File: src/rtl/circ_ptr_fifo_gen.sv
// circ_ptr_fifo_gen: circular-pointer FIFO of arbitrary depth with FWFT/registered read, thresholds and sticky errors
module circ_ptr_fifo_gen #(
    parameter int WIDTH     = 8,
    parameter int DEPTH     = 5,
    parameter int FWFT      = 1,
    parameter int AF_THRESH = 4,
    parameter int AE_THRESH = 1
) (
    input  logic                       clk,
    input  logic                       rst,
    input  logic                       push,
    input  logic [WIDTH-1:0]           data_in,
    input  logic                       pop,
    output logic [WIDTH-1:0]           data_out,
    output logic                       data_out_vld,
    output logic                       empty,
    output logic                       full,
    output logic                       almost_empty,
    output logic                       almost_full,
    output logic [$clog2(DEPTH+1)-1:0] count,
    output logic                       overflow,
    output logic                       underflow,
    input  logic                       clr_err
);
    localparam int CW = $clog2(DEPTH + 1);
    localparam int PW = $clog2(DEPTH);

    if (DEPTH < 2 || AF_THRESH < 1 || AF_THRESH > DEPTH || AE_THRESH < 0 || AE_THRESH > DEPTH - 1) begin : g_bad_param
        $error("circ_ptr_fifo_gen: illegal DEPTH or threshold parameter");
    end

    logic [WIDTH-1:0] mem_q [DEPTH];
    logic [PW-1:0]    wr_ptr_q, wr_ptr_d, rd_ptr_q, rd_ptr_d;
    logic [CW-1:0]    count_q, count_d;
    logic             overflow_q, overflow_d, underflow_q, underflow_d;
    logic             push_acc, pop_acc;

    assign empty        = count_q == '0;
    assign full         = count_q == CW'(DEPTH);
    assign almost_empty = count_q <= CW'(AE_THRESH);
    assign almost_full  = count_q >= CW'(AF_THRESH);
    assign count        = count_q;
    assign overflow     = overflow_q;
    assign underflow    = underflow_q;
    assign push_acc     = push & ~full;
    assign pop_acc      = pop & ~empty;

    // Next-state: pointers wrap by explicit compare so non-power-of-two depths work
    always_comb begin
        wr_ptr_d    = push_acc ? ((wr_ptr_q == PW'(DEPTH - 1)) ? '0 : wr_ptr_q + PW'(1)) : wr_ptr_q;
        rd_ptr_d    = pop_acc ? ((rd_ptr_q == PW'(DEPTH - 1)) ? '0 : rd_ptr_q + PW'(1)) : rd_ptr_q;
        count_d     = (push_acc & ~pop_acc) ? count_q + CW'(1) :
                      (pop_acc & ~push_acc) ? count_q - CW'(1) : count_q;
        overflow_d  = (push & full) | (overflow_q & ~clr_err);
        underflow_d = (pop & empty) | (underflow_q & ~clr_err);
    end

    // Control state; reset discards contents by clearing pointers and count
    always_ff @(posedge clk or negedge rst) begin
        if (!rst) begin
            wr_ptr_q    <= '0;
            rd_ptr_q    <= '0;
            count_q     <= '0;
            overflow_q  <= 1'b0;
            underflow_q <= 1'b0;
        end else begin
            wr_ptr_q    <= wr_ptr_d;
            rd_ptr_q    <= rd_ptr_d;
            count_q     <= count_d;
            overflow_q  <= overflow_d;
            underflow_q <= underflow_d;
        end
    end

    // Storage array is deliberately left unreset
    always_ff @(posedge clk) begin
        if (push_acc) mem_q[wr_ptr_q] <= data_in;
    end

    if (FWFT != 0) begin : g_fwft
        assign data_out     = mem_q[rd_ptr_q];
        assign data_out_vld = ~empty;
    end else begin : g_reg
        logic [WIDTH-1:0] rdata_q;
        logic             rvld_q;
        // Registered read: data lands one cycle after an accepted pop and then holds
        always_ff @(posedge clk or negedge rst) begin
            if (!rst) begin
                rdata_q <= '0;
                rvld_q  <= 1'b0;
            end else begin
                rvld_q  <= pop_acc;
                if (pop_acc) rdata_q <= mem_q[rd_ptr_q];
            end
        end
        assign data_out     = rdata_q;
        assign data_out_vld = rvld_q;
    end

`ifdef FORMAL
    a_cnt_max: assert property (@(posedge clk) disable iff (!rst) count_q <= CW'(DEPTH));
    a_cnt_ptr: assert property (@(posedge clk) disable iff (!rst)
        ((int'(wr_ptr_q) - int'(rd_ptr_q) + DEPTH) % DEPTH) == ((count_q == CW'(DEPTH)) ? 0 : int'(count_q)));
    a_full_ptr: assert property (@(posedge clk) disable iff (!rst) full |-> (wr_ptr_q == rd_ptr_q));
    a_excl: assert property (@(posedge clk) disable iff (!rst) !(empty && full));
    a_fwft_vld: assert property (@(posedge clk) disable iff (!rst) (FWFT == 0) || (data_out_vld == !empty));
`endif
endmodule

File: config.mk
export PLATFORM = sky130hd
export DESIGN_NAME = circ_ptr_fifo_gen
export DESIGN_NICKNAME = d
export VERILOG_FILES = /design/src/rtl/circ_ptr_fifo_gen.sv
export SDC_FILE = /design/constraint.sdc
export NUM_CORES = 1
export LEC_CHECK = 0
export CORE_ASPECT_RATIO = 0.75
export CORE_MARGIN = 2
export CORE_UTILIZATION = 50
export DETAILED_ROUTE_END_ITERATION = 12
export PLACE_DENSITY = 0.8
export SYNTH_ARGS = -nofsm -noshare
export SYNTH_HDL_FRONTEND = slang
export SYNTH_SLANG_ARGS = --single-unit
File: constraint.sdc
create_clock -name clk -period 2.4 [get_ports clk]
set_input_delay 0.36 -clock clk [delete_from_list [all_inputs] [get_ports clk]]
set_output_delay 0.36 -clock clk [all_outputs]
set_load 0.01 [all_outputs]
==> results.txt <==
The number of antenna violations at the first check in global routing was 0. After synthesis, the netlist uses 31 different library cells. Of the synthesized area, sequential elements account for 65.3%. The remaining number of nets flagged by the antenna check after routing is 0.

The count of cells along the worst register-to-register path came out at 6. For this run, the leading register cell type out of synthesis is edfxtp_1. The tree is rooted in a clkbuf_8. Hold is met by 0.406 ns.

The kind of start point of the critical path is a flip-flop. The highest metal layer carrying signal wires in the routed design is met4. The detailed router finished its first iteration with 84 violations.

After the last flow step, the layout net total stands at 213. The run finished with clean final reports. The all-layer global routing usage came out at a little under a fifth. The count of standard-cell rows came out at 21. In the routed design, unresolved DRC markers number 0.

In this run the post-CTS setup repair buffer count came out at 0. The clock power share came out at 15.2%. The cell area after synthesis is ~2300 µm².

edfxtp_1 is the most common cell in the netlist. The floorplan die area came out at 5080 µm². The number of warnings reported in the yosys synthesis log came out at 0. The minimum period implied by the final worst setup slack came out at between 2 and 2.5 ns. The number of pins exceeding their max-slew limit in the final report came out at 0. For this design the top-level I/O count stands at 31. The final cycle utilization of the critical path came out at 95.0%. The power density over the cells is 1190 nW/µm². The antenna diode count came out at 0. The number of buffers on the longest clock path is 2. Across the run, the number of max-cap violations was 0.

The clock edge transition at the registers on the reported setup and hold paths is 0.09 ns. The relative slew slack is 64.6%. Of the post-synthesis cell area, the dominant cell type holds 53.1%. Compared with the post-synthesis result, the final layout area differs by 21.6%. Setup violations remaining at the end of the flow were counted as 0. The synthesized design contains 51 register bits. The maximum fanout along the worst path came out at 12. The layout cell share with drive strength beyond 1 came out at between 10% and 20%. The half-perimeter wire length of the detailed placement result is 2840 µm. The leakage power of the design is 1.13 nW. For this design, the sink count on the clock tree is 51.

The actual slew at the worst max-slew pin came out at about 0.53 ns. For the worst setup path, the data arrival time is between 1.5 and 2 ns. Port buffering added 30 buffers. The count of vias placed by the detailed router came out at 1,337.

The first-pass iteration count of the detailed router came out at 4. The combinational share of power came out at between 40% and 50%. The data required time of the worst path came out at 2.04 ns.

The number of H-tree branching levels is 2. STA classifies the critical path endpoint as an output port. In this run, flip-flops and latches consume around two fifths of the power. In this run, CTS created clock tree buffers numbering 5. Dividing the detail-routed wire length by the instance count gives 16.4 µm. The maximum number of pins on one net before global-route repair is 17. The number of nets produced by synthesis came out at 173. The core outline area came out at 4410 µm². The path class of the tightest hold or removal check is primary input to asynchronous set/reset pin. Before CTS, the worst setup slack after placement is roughly 0.32 ns. By area the synthesized netlist is led by edfxtp_1, dfrtp_1, ha_1, mux2i_1, a221oi_1. The final global-route overflow total is 0. Setup repair after global routing left no endpoint under its margin. The average instance in the mapped netlist occupies 15.0 µm². Counting flops with an async set or reset pin after synthesis yields a share of 21.6%. The total wire length came out at 4090 µm. The congestion estimate from routability-driven global placement came to 0.779. The met2 wirelength from detailed routing came out at roughly 2000 µm. The largest clock skew in the final design is 0.00638 ns. The switching component of the power is 1.12 mW. The number of enable flip-flop cells after synthesis came out at 40. The maximum clock frequency came out at 438 MHz. The synthesized instance count is 151. The insertion delay of the later-clocked pin in the worst-skew pair is 0.29 ns. The routed wire length on met3 is between 100 and 150 µm. Setup total negative slack on the finished layout was measured at 0 ns. Counting instances in the post-synthesis netlist gives the leading cell types as edfxtp_1, inv_1, dfrtp_1. The via count of the first global-routing pass came out at between 1,000 and 1,500.

For this configuration, the core starts out at a cell density of 51.2%. From left edge to right edge, the die measures slightly above 80 µm. The routed length on met1 came out at between 1500 and 2000 µm.

TritonCTS built the clock tree. The final count of hold timing violations was 0. IR analysis of the VDD net gives a maximum drop of 0.435 mV. The switching power share of the total is between 30% and 40%. Summed over all instances, the cell type with the most area after synthesis is edfxtp_1. The final setup slack of the worst path is between 0.1 and 0.15 ns. Using the TritonRoute via totals, the vias-per-cell ratio works out to 5.37.

The startpoint-to-endpoint class of the critical path is flip-flop to output port. The cell internal power dissipation is 2.16 mW. The first-pass GRT wire length is 6780 µm.

The y dimension of the die came out at 62.2 µm.
[power groups by stage]
stage | Clock [mW] | Combinational (mW) | Sequential, mW
after global routing | 0.535 | 1.62 | 1.33
after floorplan | 0 | 0.921 | 1.30
after detailed placement | 0 | 1.47 | 1.32
after global placement | 0 | 1.42 | 1.30
after CTS | 0.508 | 1.48 | 1.30
final | 0.498 | 1.47 | 1.31
[final timing paths]
kind / endpoint / slack (ns) / from
max: data_out[4] / 0.12 / rd_ptr_q[0]
max reg2reg: mem_q[4][0] / 0.49 / count[1]
min: rd_ptr_q[2] / 0.41 / rst
min reg2reg: underflow / 0.53 / underflow
max in group asynchronous: wr_ptr_q[2] / 1.64 / rst
min in group clk: underflow / 0.53 / underflow
[final cells by class]
class,instances,area (µm²)
Tap cell,57,71.3
Clock buffer,7,86.3
Clock inverter,1,8.76
Fill cell,331,1660
Timing Repair Buffer,39,383
Inverter,17,63.8
Multi-Input combinational cell,77,661
Sequential cell,51,1480
[registers in the layout, indices dropped and copies added, names as in the netlist]
signal	count
wr_ptr_q	3
mem_q	40
rd_ptr_q	3
underflow	1
overflow	1
count	3
[critical path: stages, from the launching register on]
cell and delay [ns]:
dfrtp_1 0.39, buf_4 0.19, and2b_2 0.21, a211oi_1 0.04, a221oi_1 0.21, clkdlybuf4s50_1 0.59
[timing repair]
action	CTS	global route
endpoints found under the hold margin	0	0
hold buffers	0	0
resized for setup	1	9
endpoints found under the setup margin	3	7
[kinds of logic (layout without fill, tap and decap cells)]
group	after synthesis	in the layout	share of synthesized area [%]
DFF	51	51	65.3
AOI/OAI and AO/OA	28	28	9.24
and+or+nand+nor	26	26	7.86
buffers and inverters	23	64	6.31
muxes	11	11	5.15
adders and majority gates	9	9	4.98
xor gates and xnor gates	3	3	1.16
[per-stage QoR]
step                std cells  area, µm²  power, mW  util, %
finish                    249       2750       3.28     62.3
global route              249       2750       3.48     62.3
CTS                       249       2720       3.29     61.6
detailed placement        241       2620       2.79     59.4
global placement          241       2620       2.71     59.4
floorplan                 151       2260       2.22        -
[routing by layer]
layer	GRT usage [%]	vias to the layer above
li1	-	636
met1	23.0	666
met2	29.6	29
met3	4.94	6
met4	7.50	0
met5	0	-
[cells in the final DEF (no fill, tap or decap), types with 2 or more instances in the layout]
master,n
edfxtp_1,40
nor4_1,4
nor2_1,4
a22o_1,2
and2b_2,8
nand2_1,4
inv_1,17
a21oi_1,2
nand2b_4,2
clkbuf_8,6
dfrtp_1,11
a221oi_1,7
dlymetal6s2s_1,6
xor2_1,2
a211oi_1,7
o21ai_0,5
buf_4,9
clkdlybuf4s50_1,24
mux2i_1,9
ha_1,9
Power figures use the tool's default switching activity.
==> patch 1, RTL diff (same flow settings) <==
Set the parameter `DEPTH` to 4 (it was 5).
--- a/src/rtl/circ_ptr_fifo_gen.sv
+++ b/src/rtl/circ_ptr_fifo_gen.sv
@@ -1,7 +1,7 @@
 // circ_ptr_fifo_gen: circular-pointer FIFO of arbitrary depth with FWFT/registered read, thresholds and sticky errors
 module circ_ptr_fifo_gen #(
     parameter int WIDTH     = 8,
-    parameter int DEPTH     = 5,
+    parameter int DEPTH     = 4,
     parameter int FWFT      = 1,
     parameter int AF_THRESH = 4,
     parameter int AE_THRESH = 1
Function: changed (Yosys sat finds a counterexample within 10 cycles, from zero or initial values and one cycle with rst low).
==> patch 1 against the unedited design <==
Critical path depth shrank 3; setup slack got worse by 0.021 ns; routed wire length decreased by 33%; sequential cell count is 10 lower; total power is 18% lower; synthesized area fell by 23%; synthesized cell count shrank 37%; final area shrank 20%; critical path type unchanged; hold slack worse by 0.016 ns.
==> patch 1: results <==
metrics = {
    "pwr": {
        "ir_drop_mv": 0.716,
        "powerDensity_nw_per_um2": 1230,
        "p_clk_share_pct": 19.9,
        "internal-power_mw": 1.89,
        "cellLeakagePower_nw": 0.831,
    },
    "grt": {
        "grt_max_degree": 15,
        "grt.total_usage_pct": 14.8,
        "grt_pass1_wl_um": 4100,
        "grt_pass1_vias": 870,
    },
    "drt": {
        "vias_per_cell": 5.09,
        "avgRoutedWirePerCell_um": 16.0,
        "initialDrtViolationCount": 70,
    },
    "placed_design": {
        "dp.final_hpwl_um": 1950,
        "gp_congestion": 0.758,
    },
    "logic_synthesis": {
        "yosysSeqAreaShare_pct": 68.2,
        "synth_nets": 118,
        "synth_edf_count": 32,
        "synth_common_cells": "edfxtp_1 (32), ha_1 (10), dfrtp_1 (9)",
        "synthArstFlopShare_pct": 22.0,
        "synth_cell_type_count": 23,
    },
    "timing": {
        "finClkSkew_ns": 0.00667,
        "slew_headroom_pct": 70.1,
    },
    "final_layout": {
        "n_sequential_cell": 41,
        "layout-drive-gt1-share_pct": 16.2,
        "inverters": 6,
        "seq_area_um2": 1190,
        "largest_reg_flops": 32,
        "multi_input_comb_area_um2": 512,
        "fin_nets": 152,
        "clock_area_share_pct": 5.26,
        "n_all_buffers": 30,
        "buf_share_pct": 13.7,
        "nMultiInputCombCells": 45,
    },
    "worst_setup_path": {
        "path_delay_family": "multiplexers",
        "cp_max_fo": 11,
        "worstPathArrival_ns": 1.94,
        "slowest_stage": "mux4_1",
    },
    "status": {
        "status": "completed",
    },
    "clocking": {
        "clkSlewWorstSetupHoldPaths_ns": 0.07,
    },
}
==> patch 1: cell types whose count changed in the layout (fill, tap and decap cells not counted), sizes merged, moves of 6 or more <==
cell | unedited run | this run
inv | 17 | 6
buf | 9 | 0
a221oi | 8 | 0
edfxtp | 40 | 32
mux2i | 9 | 1
mux4 | 0 | 8
dlymetal6s2s | 6 | 0
clkdlybuf4s50 | 24 | 30
and2b | 8 | 0
a211oi | 8 | 0
==> patch 1: final timing paths <==
check                                         from                      end  slack [ns]  cells after the start
max                        rd_ptr_q[0]$_DFFE_PN0P_              data_out[0]         0.1                      2
min                                            rst     count[1]$_DFFE_PN0P_        0.39                      1
max reg2reg                   count[0]$_DFFE_PN0P_    mem_q[3][1]$_DFFE_PP_        0.47                      4
min reg2reg                    underflow$_DFF_PN0_      underflow$_DFF_PN0_        0.51                      1
max in group asynchronous                      rst  rd_ptr_q[0]$_DFFE_PN0P_        1.68                      1
min in group clk               underflow$_DFF_PN0_      underflow$_DFF_PN0_        0.51                      1
==> patch 1: cells by family after synthesis <==
kind of cell	synth area share, %
flops	68.2
simple gates	4.82
mux	13.1
fa+ha+maj	7.19
buf+inv	2.44
compound gates	2.80
xor+xnor	1.51
==> patch 1: through the flow <==
step	util [%]	setup slack, ns	cells	cell area [um2]
final	66.1	0.0982	170	2190
after global routing	66.1	0.0188	170	2190
after CTS	66.1	0.0635	170	2190
after detailed placement	62.5	0.182	162	2070
after global placement	62.5	0.220	162	2070
after floorplan	-	0.631	95	1740
==> patch 1: routing by layer <==
layer  GRT usage [%]  share of wire, %  up-vias
li1                -                 -      423
met1            16.7                43      424
met2            26.6                52       17
met3            4.89               4.1        2
met4            6.29              0.62        0
met5               0                 0        -
==> patch 1: repair_timing <==
action                                  CTS  global route
endpoints found under the setup margin    8             0
hold endpoints to repair                  0             0
resized for setup                         1             0
==> patch 2, RTL diff (same settings) <==
Without the edit above. Register the output `count` once more, cleared by the reset; this adds one clock of latency there. The other outputs are not delayed to match.
--- a/src/rtl/circ_ptr_fifo_gen.sv
+++ b/src/rtl/circ_ptr_fifo_gen.sv
@@ -39,7 +39,13 @@
     assign full         = count_q == CW'(DEPTH);
     assign almost_empty = count_q <= CW'(AE_THRESH);
     assign almost_full  = count_q >= CW'(AF_THRESH);
-    assign count        = count_q;
+    always_ff @(posedge clk or negedge rst) begin
+        if (!rst) begin
+            count <= '0;
+        end else begin
+            count <= count_q;
+        end
+    end
     assign overflow     = overflow_q;
     assign underflow    = underflow_q;
     assign push_acc     = push & ~full;
Formal check against the unedited RTL: not equivalent (a bounded check fails within 4 cycles, from zero or initial values and one cycle with rst low).
==> patch 2 against the unedited design <==
Routed wire length is 7.3% higher; largest cell class unchanged; sequential power grew 6%; setup slack worse by 0.037 ns; final area increased by 1.7%; total power up 3.0%; non-clock buffer count down 2; synthesized area up 3.3%; fmax fell by 1.6%; sequential cell count up 3; via count is 2.9% higher.
==> patch 2: results <==
metrics = {
    "final_layout": {
        "fin_nets": 214,
        "seq_share_pct": 55.5,
        "n_all_buffers": 37,
        "layout-drive-gt1-share_pct": 15.0,
    },
    "pwr": {
        "power_frac_seq_pct": 41.1,
        "p_clk_mw": 0.491,
        "cellLeakagePower_nw": 1.13,
    },
    "worst_setup_path": {
        "worstPathArrival_ns": 1.96,
        "r2r_cells": 5,
        "rrSetupSlack_ns": 0.43,
    },
    "logic_synthesis": {
        "yosys-top-cells-area": "edfxtp_1 (51%), dfrtp_1 (15%), ha_1 (4.8%), mux2i_1 (3.9%), a221oi_1 (3.0%)",
        "avgSynthCellArea_um2": 15.2,
        "synth_adder_area_share_pct": 4.82,
        "yosysSeqAreaShare_pct": 66.4,
        "synthArstFlopShare_pct": 25.9,
        "synth_nets": 176,
        "synth.area.mux_share_pct": 4.98,
        "synth-compound-area-share_pct": 8.94,
    },
    "grt": {
        "grt.total_usage_pct": 18.3,
        "grt_pass1_wl_um": 7360,
        "grt_max_degree": 29,
    },
    "drt": {
        "drt_wl_total_um": 4390,
        "vias_per_cell": 5.50,
        "initialDrtViolationCount": 126,
    },
    "status": {
        "status": "completed",
    },
}
[patch 2: worst max path at each step]
stage                                       start  slack [ns]                     to  cells past startpoint
final                     rd_ptr_q[0]$_DFFE_PN0P_        0.08            data_out[6]                      5
after detailed placement  rd_ptr_q[2]$_DFFE_PN0P_        0.21            data_out[7]                      4
after floorplan            count_q[1]$_DFFE_PN0P_        0.30  mem_q[2][0]$_DFFE_PP_                      4
after global placement    rd_ptr_q[2]$_DFFE_PN0P_        0.30            data_out[5]                      4
after global routing      rd_ptr_q[0]$_DFFE_PN0P_       0.009            data_out[3]                      5
after CTS                 rd_ptr_q[0]$_DFFE_PN0P_        0.04            data_out[1]                      5
[patch 2: routing by layer]
layer	up-vias	GRT usage, %	share of wire [%]
met5	-	0	0
met1	684	25.1	44
met2	45	29.3	49
met3	5	4.33	5.4
met4	0	5.53	1.1
li1	642	-	-
[patch 2: what timing repair did]
item	CTS	global route
hold buffers	0	0
pin swaps	0	0
endpoints found under the setup margin	5	5
gates resized for setup	3	5
